**src/rtl/uart_arb_pkg.sv**
```systemverilog
// Shared types and helpers for the UART transmit arbiter and its pick logic.
// The RX demux is expected to reuse these types as well.
package uart_arb_pkg;

    typedef enum logic [1:0] {
        ARB_IDLE,
        ARB_HEADER,
        ARB_DATA
    } arb_state_t;

    // Widest source index the header byte can carry (HDR_BASE low nibble is free).
    localparam int SRC_IDX_W = 4;

    function automatic logic [7:0] hdr_byte(input logic [7:0] base,
                                            input logic [SRC_IDX_W-1:0] idx);
        return base + {{(8-SRC_IDX_W){1'b0}}, idx};
    endfunction

endpackage

```
**src/rtl/rr_pick.sv**
```systemverilog
// Combinational round-robin picker: first asserted request after 'last',
// wrapping modulo N.
module rr_pick #(
    parameter int N  = 4,
    parameter int IW = $clog2(N)
) (
    input  logic [N-1:0]  req,
    input  logic [IW-1:0] last,
    output logic [IW-1:0] winner,
    output logic          any_req
);

    logic [IW-1:0] cand;

    // Walk from the farthest offset down so the nearest requester wins last.
    always_comb begin
        winner = '0;
        cand   = '0;
        for (int off = N; off >= 1; off--) begin
            cand = IW'((int'(last) + off) % N);
            if (req[cand]) winner = cand;
        end
    end

    assign any_req = |req;

endmodule

```
**src/rtl/uart_tx_arbiter.sv**
```systemverilog
// Round-robin packet arbiter sharing one UART TX stream between NUM_SRC
// AXI-stream sources; every packet is prefixed with a source header byte.
module uart_tx_arbiter
    import uart_arb_pkg::*;
#(
    parameter int         NUM_SRC    = 4,
    parameter int         DATA_WIDTH = 8,
    parameter logic [7:0] HDR_BASE   = 8'hA0,
    parameter int         MAX_BEATS  = 64
) (
    input  logic                          clk,
    input  logic                          rst_n,
    input  logic                          enable,
    input  logic [NUM_SRC*DATA_WIDTH-1:0] s_tdata,
    input  logic [NUM_SRC-1:0]            s_tvalid,
    input  logic [NUM_SRC-1:0]            s_tlast,
    output logic [NUM_SRC-1:0]            s_tready,
    output logic [DATA_WIDTH-1:0]         m_tdata,
    output logic                          m_tvalid,
    input  logic                          m_tready,
    output logic                          busy,
    output logic [$clog2(NUM_SRC)-1:0]    grant_id,
    output logic                          overflow_err
);

    localparam int GW = $clog2(NUM_SRC);
    localparam int BW = $clog2(MAX_BEATS + 1);

    arb_state_t                           state;
    logic [GW-1:0]                        last_grant;
    logic [BW-1:0]                        beat_cnt;
    logic [NUM_SRC-1:0][DATA_WIDTH-1:0]   src_data;
    logic [GW-1:0]                        rr_winner;
    logic                                 rr_any;
    logic                                 beat;

    assign src_data = s_tdata;

    rr_pick #(.N(NUM_SRC), .IW(GW)) u_pick (
        .req     (s_tvalid),
        .last    (last_grant),
        .winner  (rr_winner),
        .any_req (rr_any)
    );

    assign beat = (state == ARB_DATA) && s_tvalid[grant_id] && m_tready;
    assign busy = (state != ARB_IDLE);

    always_ff @(posedge clk or negedge rst_n) begin
        if (!rst_n) begin
            state        <= ARB_IDLE;
            last_grant   <= GW'(NUM_SRC - 1);
            grant_id     <= '0;
            beat_cnt     <= '0;
            overflow_err <= 1'b0;
        end else begin
            overflow_err <= 1'b0;
            case (state)
                ARB_IDLE: begin
                    if (enable && rr_any) begin
                        grant_id <= rr_winner;
                        state    <= ARB_HEADER;
                    end
                end
                ARB_HEADER: begin
                    if (m_tready) begin
                        beat_cnt <= '0;
                        state    <= ARB_DATA;
                    end
                end
                ARB_DATA: begin
                    if (beat) begin
                        beat_cnt <= beat_cnt + 1'b1;
                        if (s_tlast[grant_id]) begin
                            last_grant <= grant_id;
                            state      <= ARB_IDLE;
                        end else if (beat_cnt == BW'(MAX_BEATS - 1)) begin
                            // Runaway packet: release the path; leftovers re-arbitrate.
                            overflow_err <= 1'b1;
                            last_grant   <= grant_id;
                            state        <= ARB_IDLE;
                        end
                    end
                end
                default: state <= ARB_IDLE;
            endcase
        end
    end

    // Header is driven from registered grant_id, so it is stable under stall.
    always_comb begin
        m_tvalid = 1'b0;
        m_tdata  = '0;
        s_tready = '0;
        case (state)
            ARB_HEADER: begin
                m_tvalid = 1'b1;
                m_tdata  = DATA_WIDTH'(hdr_byte(HDR_BASE, SRC_IDX_W'(grant_id)));
            end
            ARB_DATA: begin
                m_tvalid           = s_tvalid[grant_id];
                m_tdata            = src_data[grant_id];
                s_tready[grant_id] = m_tready;
            end
            default: ;
        endcase
    end

endmodule

```
**config.mk**
```make
export PLATFORM = sky130hd
export DESIGN_NAME = uart_tx_arbiter
export DESIGN_NICKNAME = d
export VERILOG_FILES = /design/src/rtl/uart_arb_pkg.sv /design/src/rtl/rr_pick.sv /design/src/rtl/uart_tx_arbiter.sv
export SDC_FILE = /design/constraint.sdc
export NUM_CORES = 1
export LEC_CHECK = 0
export ABC_AREA = 1
export CORE_UTILIZATION = 49
export CTS_CLUSTER_SIZE = 14
export DETAILED_ROUTE_END_ITERATION = 8
export DONT_BUFFER_PORTS = 1
export GPL_ROUTABILITY_DRIVEN = 0
export GPL_TIMING_DRIVEN = 0
export PLACE_DENSITY = 0.65
export SKIP_LAST_GASP = 1
export SLEW_MARGIN = 20
export SYNTH_ARGS = -nofsm -noshare
export SYNTH_HDL_FRONTEND = slang
export SYNTH_HIERARCHICAL = 1
export SYNTH_SLANG_ARGS = --single-unit
```
**constraint.sdc**
```tcl
create_clock -name clk -period 3.7 [get_ports clk]
set_clock_uncertainty 0.15 [all_clocks]
set_input_delay 1.11 -clock clk [delete_from_list [all_inputs] [get_ports clk]]
set_output_delay 1.11 -clock clk [all_outputs]
set_load 0.05 [all_outputs]
```
Word-level counts from Yosys, hierarchy flattened
Index checks and enable logic that the tools add are counted.

Register bits after elaboration: 14. Latch bits: 0. RAM bits: 0. Memory bits (read-only): 0. Input port bits: 44. Output and inout port bits: 17. Memories: 0.

$add $sub $neg: 6. $mul: 0. Div/mod/pow operators: 0. $lt $le $gt $ge: 6. Equal/unequal tests: 7. Shift operators: 0. Multiplexer cells: 38. Bitwise logic cells: 1. Reduce and logical (&&, ||, !) cells: 13.

Operators with widths (count): $mux W2 (11); $bmux W8 S2 (1); $pmux W8 S2 (1); $lt A2 B3 Y1 const B (5); $mux W7 (2); $pmux W7 S2 (1); $bmux W1 S2 (6); $mux W1 (11); $add A8 B2 Y8 const A (1); $mux W8 (1); $add A7 B1 Y7 const B (1); $eq A7 B6 Y1 const B (1); $ne A2 B2 Y1 const B (3); $pmux W2 S3 (1); $reduce_and A3 Y1 (2); $reduce_bool A2 Y1 (3); $add A2 B1 Y2 const B (2); $add A2 B2 Y2 const B (2); $and A4 B4 Y4 (1); $logic_and A1 B1 Y1 (4); $mux W4 (1); $reduce_and A4 Y1 (1); $reduce_or A4 Y1 (1); $ne A3 B1 Y1 const B (1); other kinds (7) (7).

Logic depth before layout (Yosys ltp)
Gate-level depths: netlist (run 1).

Depth after elaboration: 7. Mapped depth: 13.

Modules after synthesis
Netlist (run 1), hierarchy kept.

Modules (own cells, without submodules): uart_tx_arbiter (times used 1, cells an instance 168, area each 1191.1 um^2, sequential area each 352.8 um^2); rr_pick (times used 1, cells an instance 51, area each 266.5 um^2, sequential area each 0.0 um^2).

Worst setup path before layout (run 1)
Ideal clock, no wire load.

Path type: input to output. From: input s_tvalid[3]. To: output m_tvalid. Data arrival time: 2547 ps. Required time: 2440 ps. Setup slack: -107 ps. Cell stages on the path: 5. Cell sequence: nand2_1 -> nand2_2 -> nand2_2 -> and2_4 -> o21ai_0.

Cells in the longest elaborated chain, start to end: 3.

RTL lines: start, declared (RTL line uart_tx_arbiter.sv:15) `input logic [NUM_SRC-1:0] s_tvalid,`; $bmux W1 S2 (RTL line uart_tx_arbiter.sv:101) `m_tvalid = s_tvalid[grant_id];`; $mux W1 (implied by the code) (RTL line uart_tx_arbiter.sv:101); $pmux W1 S2 (RTL line uart_tx_arbiter.sv:95) `case (state)`; end, declared (RTL line uart_tx_arbiter.sv:19) `output logic m_tvalid,`.

Every way passes these cells. The select of a mux whose other input is x is not followed.

Worst setup path after layout (run 1)
From: register grant_id[0]. To: output m_tdata[7].

Cells in the longest elaborated chain, start to end: 3.

RTL lines: start, declared (RTL line uart_tx_arbiter.sv:22) `output logic [$clog2(NUM_SRC)-1:0] grant_id,`; start signal, assigned (RTL line uart_tx_arbiter.sv:61) `grant_id <= rr_winner;`; branches (longest 2 deep; another with $add A8 B2 Y8); $pmux W8 S2 * (RTL line uart_tx_arbiter.sv:95); end, declared (RTL line uart_tx_arbiter.sv:18) `output logic [DATA_WIDTH-1:0] m_tdata,`.

Every way passes the cells marked *. The select of a mux whose other input is x is not followed.

==> run_results.csv, run 1 <==
group,metric,value,unit
critical_path,crit_start,"grant_id[0]",
layout,drive_gt1_share,25.56,%
global_routing,antenna_found_initial,0,
critical_path,start_kind,"register",
layout,area_delta_synth_final,8.412,%
sta,min_period,3548,ps
sta,worst_pin_slew,955.6,ps
clock_network,cts_buffers,3,
global_routing,grt_max_degree,15,
layout,nets,274,
drt,drt_wl_total,3704,µm
sta,slew_violations,0,
sta,rsz0062_at_grt,"no",
synthesis,synthArstFlopShare,100.0,%
synthesis,synthCells,219,
clock_network,cts_tree,"done",
power_and_ir_drop,peakVddDrop,0.0005057,V
drt,wl_per_cell,14.58,µm
sta,fin_crit_sh,95.88,%
synthesis,syn-cell-area,1458,µm²
synthesis,ys_seq_elements,14,
synthesis,ys_types,35,
clock_network,cts_root_buffer,"clkbuf_4",
die,die_x,56.54,µm
synthesis,synthFlopType,"dfrtp_1",
die,initial_core_util,52.41,%
layout,nFillCells,271,
hold_path,hold-path-endpoint,"last_grant[0]",
clock_network,clock_latency,270,ps
die,io_pins,61,
critical_path,r2r_slack,1810,ps
drt,num_vias,1449,
critical_path,cp.arrival,2290,ps
layout,n_antenna_cell,0,
critical_path,path_max_fanout,10,
clock_network,clock-sinks,14,
sta,timing.fmax,0.2819,GHz
global_routing,track_usage,25.83,%
clock_network,cts_setup_buffers,0,
power_and_ir_drop,p_total,1.401,mW
die,die_y,56.54,µm
clock_network,cts_max_path_buffers,2,
synthesis,synth_top_cells_by_count,"nand2_1, inv_1, dfrtp_1, nand3_1, nand2_2",
critical_path,crit_path_end_kind,"primary output",
synthesis,synth_most_common_cell,"nand2_1",
sta,hold_viol,0,
synthesis,synth_top_area_share,20.60,%
critical_path,reg2reg_to,"state[1]",
global_routing,grt_pass1_wl,6472,µm
synthesis,synth-seq-area-share,24.21,%
hold_path,holdPathStages,2,
sta,setup_violations,0,
synthesis,avgSynthCellArea,6.656,µm²
clock_network,cts.reportedPaths.clkPinSlew,80,ps
die,fp-row-count,19,
critical_path,worstReg2RegStart,"grant_id[0]",
drt,drt_iter0_drc,38,
drt,drt_pass1_iterations,4,
power_and_ir_drop,p_leak,0.7883,nW
hold_path,worstHoldStart,"last_grant[0]",
place,io_buffers,0,
drt,drc_errors,0,
clock_network,cts_resized,6,
synthesis,synth_top_area_cell,"dfrtp_1",
global_routing,grt_pass1_vias,1503,
power_and_ir_drop,power_density,886.5,nW/µm²
clock_network,h-tree-depth,1,
drt,ant_nets,0,
critical_path,crit_required,2440,ps
synthesis,syn_nets,269,
place,dp_hpwl,2967,µm
synthesis,yosysWarnings,6,
sta,fin_tns_setup,0,ps
synthesis,synth-edff-count,0,
global_routing,grt_overflow,0,
critical_path,critical_path_class,"register to primary output",
job,max-cap-violations,0,
synthesis,ys_top_cells_by_area,"dfrtp_1, nand2_1, ha_1, inv_1, nand3_1",
die,core-area,2781,µm²
run_status,status,"completed",
die,dieArea,3197,µm²
critical_path,r2r_cells,10,
hold_path,hp-class,"register to register",
drt,vias_per_cell,5.705,
clock_network,hold_buffers,0,
sta,slew_headroom,35.86,%
[worst max path at each step]
stage / slack (ps) / cells after the start / to
floorplan: 50 / 2 / s_tready[0]
finish: 150 / 4 / m_tdata[7]
detailed placement: 170 / 5 / m_tvalid
CTS: 40 / 6 / m_tvalid
global route: 7 / 7 / m_tdata[0]
global placement: -70 / 2 / s_tready[1]
[cells in the final DEF, fill, tap and decap left out, types with 4 or more instances in the layout]
cell     Yosys  layout
nand2_1     80      80
nand2_2      9       9
inv_1       18      18
a21oi_2      1       5
nor2_1       8       7
nor2_2       5       6
ha_1         6       6
dfrtp_1     12      12
o21ai_1      6       7
a22oi_1      8       8
o21ai_2      3       5
nand3_1     12      12
nand4_1      4       4
[state kept, by name, summed over array words and instances (netlist names)]
| register | cells |
|---|---|
| grant_id | 2 |
| beat_cnt | 7 |
| last_grant | 2 |
| overflow_err | 1 |
| state | 2 |
[stage by stage]
step           hold slack (ps)  instance area (µm²)  util (%)  setup WS (ps)  instances
2_1_floorplan            306.6                 1458         -          48.19        219
3_3_place_gp             314.7                 1496     53.80         -65.07        250
3_5_place_dp             329.2                 1511     54.34          167.0        250
4_1_cts                  340.2                 1573     56.55          43.09        254
5_1_grt                  343.4                 1580     56.82          6.629        254
6_report                 337.0                 1580     56.82          152.5        254
[cell type report]
class / instances / area, µm² / area share (%)
Sequential cell: 14 / 352.8 / 22.33
Inverter: 23 / 98.84 / 6.255
Buffer: 5 / 48.80 / 3.088
Clock buffer: 4 / 36.28 / 2.296
Tap cell: 31 / 38.79 / 2.454
Multi-Input combinational cell: 177 / 1005 / 63.58
[critical path: stages (launching register included)]
cell and delay (ps):
dfrtp_1 580, buf_6 260, nor2_1 410, a21oi_1 190
a41oi_2 570
[power by group]
part	internal (mW)	switching, mW	leakage (nW)
Combinational	0.295	0.720	0.588
Clock	0.0598	0.0476	0.0210
Sequential	0.200	0.0785	0.179
[cells by family (layout without fill, tap and decap cells)]
logic type | after synthesis | in the layout | share of synthesized area [%]
AO/OA/AOI/OAI | 36 | 36 | 15.97
AND/OR/NAND/NOR | 135 | 135 | 44.55
buffers and inverters | 28 | 32 | 10.13
adder cells (fa/ha/maj) | 6 | 6 | 5.150
flip-flops | 14 | 14 | 24.21
[routing by layer]
layer  wire (µm)  GRT usage [%]  part of all wire (%)
met1        1498          27.34                    40
met2        1944          50.42                    52
met3         197          2.304                   5.3
met4          63          11.85                   1.7
met5           0              0                     0
No activity file was read; power rests on OpenSTA's default activity.
==> inputs of run 2 (changes only) <==
--- a/config.mk
+++ b/config.mk
@@ -6,6 +6,7 @@
 export NUM_CORES = 1
 export LEC_CHECK = 0
 export ABC_AREA = 1
+export CORE_MARGIN = 2
 export CORE_UTILIZATION = 49
 export CTS_CLUSTER_SIZE = 14
 export DETAILED_ROUTE_END_ITERATION = 8
==> run 2 against run 1 <==
  * Global-route usage fell by 2.5 points
  * First-iteration DRC count rose by 76%
  * Total power shrank 2.4%
  * Worst hold slack got worse by 1.9 ps
  * Clock-buffer cell count stayed put
  * Critical path type unchanged
  * Highest routed layer unchanged
==> run_results.csv, run 2 (same netlist as run 1, synthesis figures left out) <==
group,metric,value,unit
critical_path,critPathBufInv,1,
place,dp_hpwl,3051,µm
drt,num_vias,1399,
layout,layout_common_cells,"nand2_1, inv_1, nand3_1, dfrtp_1, nand2_2",
die,die_x,58.54,µm
place,io_buffers,0,
place,placed_cell_area,1511,µm²
drt,drc_errors,0,
drt,vias_per_cell,5.508,
global_routing,grt_overflow,0,
die,core-area,2781,µm²
layout,fin_area,1567,µm²
layout,regMostFlops,"beat_cnt",
critical_path,cpMaxStageDelayCell,"dfrtp_1",
job,max-cap-violations,0,
die,die_y,58.54,µm
sta,min_period,3583,ps
drt,drt_pass1_iterations,4,
clock_network,h-tree-depth,1,
sta,fin_hold_ws,335.0,ps
critical_path,path_delay_family,"simple AND/OR/NAND/NOR gates",
layout,largest_reg_flops,7,
global_routing,grt_max_degree,15,
critical_path,crit_path_end_kind,"primary output",
power_and_ir_drop,p_leak,0.7806,nW
sta,fin_crit_sh,96.84,%
layout,final_common_cell,"nand2_1",
sta,slew_violations,0,
clock_network,cts_buffers,3,
drt,drt_wl_total,3710,µm
layout,n_antenna_cell,0,
clock_network,clock_latency,270,ps
global_routing,grt_pass1_wl,6168,µm
critical_path,start_kind,"register",
clock_network,clock-sinks,14,
die,initial_core_util,52.41,%
clock_network,cts_tree,"done",
run_status,status,"completed",
sta,slew_headroom,33.92,%
die,io_pins,61,
critical_path,crit_top_cell,"nand2_1",
critical_path,cp.arrival,2320,ps
sta,setup_violations,0,
clock_network,cts_max_path_buffers,2,
hold_path,hp-class,"register to register",
die,dieArea,3427,µm²
layout,area_delta_synth_final,7.468,%
critical_path,path_max_fanout,10,
layout,drive_gt1_share,24.66,%
critical_path,max_stage_delay,570,ps
drt,ant_nets,0,
drt,wl_per_cell,14.61,µm
power_and_ir_drop,power_density,872.7,nW/µm²
layout,nets,274,
critical_path,critical_path_class,"register to primary output",
die,fp-row-count,19,
power_and_ir_drop,peakVddDrop,0.0005554,V
sta,hold_viol,0,
sta,rsz0062_at_grt,"no",
drt,drt_iter0_drc,67,
sta,worst_pin_slew,984.6,ps
global_routing,antenna_found_initial,0,
critical_path,crit_required,2440,ps
global_routing,grt_pass1_vias,1419,
global_routing,track_usage,23.33,%
clock_network,cts.reportedPaths.clkPinSlew,70,ps
clock_network,cts_root_buffer,"clkbuf_4",
critical_path,crit_path_cell_trace,"buf_6 > nor2_1 > nand2_1 > nand4_1 > nand2_1 > o21ai_1",
sta,timing.fmax,0.2791,GHz
## run 2: cell type report
| class | instances | area [µm²] |
|---|---|---|
| multi-input combinational | 177 | 1001 |
| buffer | 5 | 48.80 |
| inverter | 23 | 98.84 |
| tap | 31 | 38.79 |
| fill | 288 | 1215 |
| clock buffer | 4 | 26.28 |
| sequential | 14 | 352.8 |
## run 2: what timing repair did
item                                    4_1_cts  5_1_grt
hold buffers                                  0        0
buffers inserted                              0        0
gates resized for setup                       6        1
endpoints found under the setup margin        6        1
pin swaps                                     0        0
## run 2: metal layers
| layer | part of all wire (%) | vias to the layer above | track usage, % | wire length [µm] |
|---|---|---|---|---|
| met5 | 0 | - | 0 | 0 |
| met4 | 0.86 | 0 | 7.309 | 32 |
| met3 | 5.5 | 4 | 2.857 | 204 |
| met2 | 52 | 50 | 42.22 | 1924 |
| met1 | 42 | 619 | 28.59 | 1549 |
| li1 | - | 726 | - | - |
## run 2: tightest hold or removal path, stage by stage (launching register included)
cell and delay (ps):
dfstp_2 380, nand2_1 50, o21ai_1 50
## run 2: final timing paths
kind | start | end | slack (ps) | depth (start not counted)
worst max register to register | grant_id[0] | state[0] | 1840 | 10
worst max-delay path | grant_id[0] | m_tdata[0] | 120 | 6
worst min register to register | last_grant[0] | last_grant[0] | 340 | 2
worst min-delay path | last_grant[0] | last_grant[0] | 340 | 2
min in group asynchronous | rst_n | beat_cnt[4] | 370 | 0
max in group asynchronous | rst_n | last_grant[0] | 2850 | 0
## run 2: power breakdown
group | switching [mW] | internal [mW]
registers | 0.0808 | 0.200
clock network | 0.0438 | 0.0417
logic | 0.708 | 0.293
## run 2: through the flow
step	setup slack, ps	setup TNS, ps	cells	util [%]	total power [mW]
2_1_floorplan	48.19	0	219	-	1.103
3_3_place_gp	-50.58	-146.3	250	53.80	1.226
3_5_place_dp	136.7	0	250	54.34	1.256
4_1_cts	61.03	0	254	56.19	1.367
5_1_grt	24.82	0	254	56.32	1.492
6_report	116.8	0	254	56.32	1.367
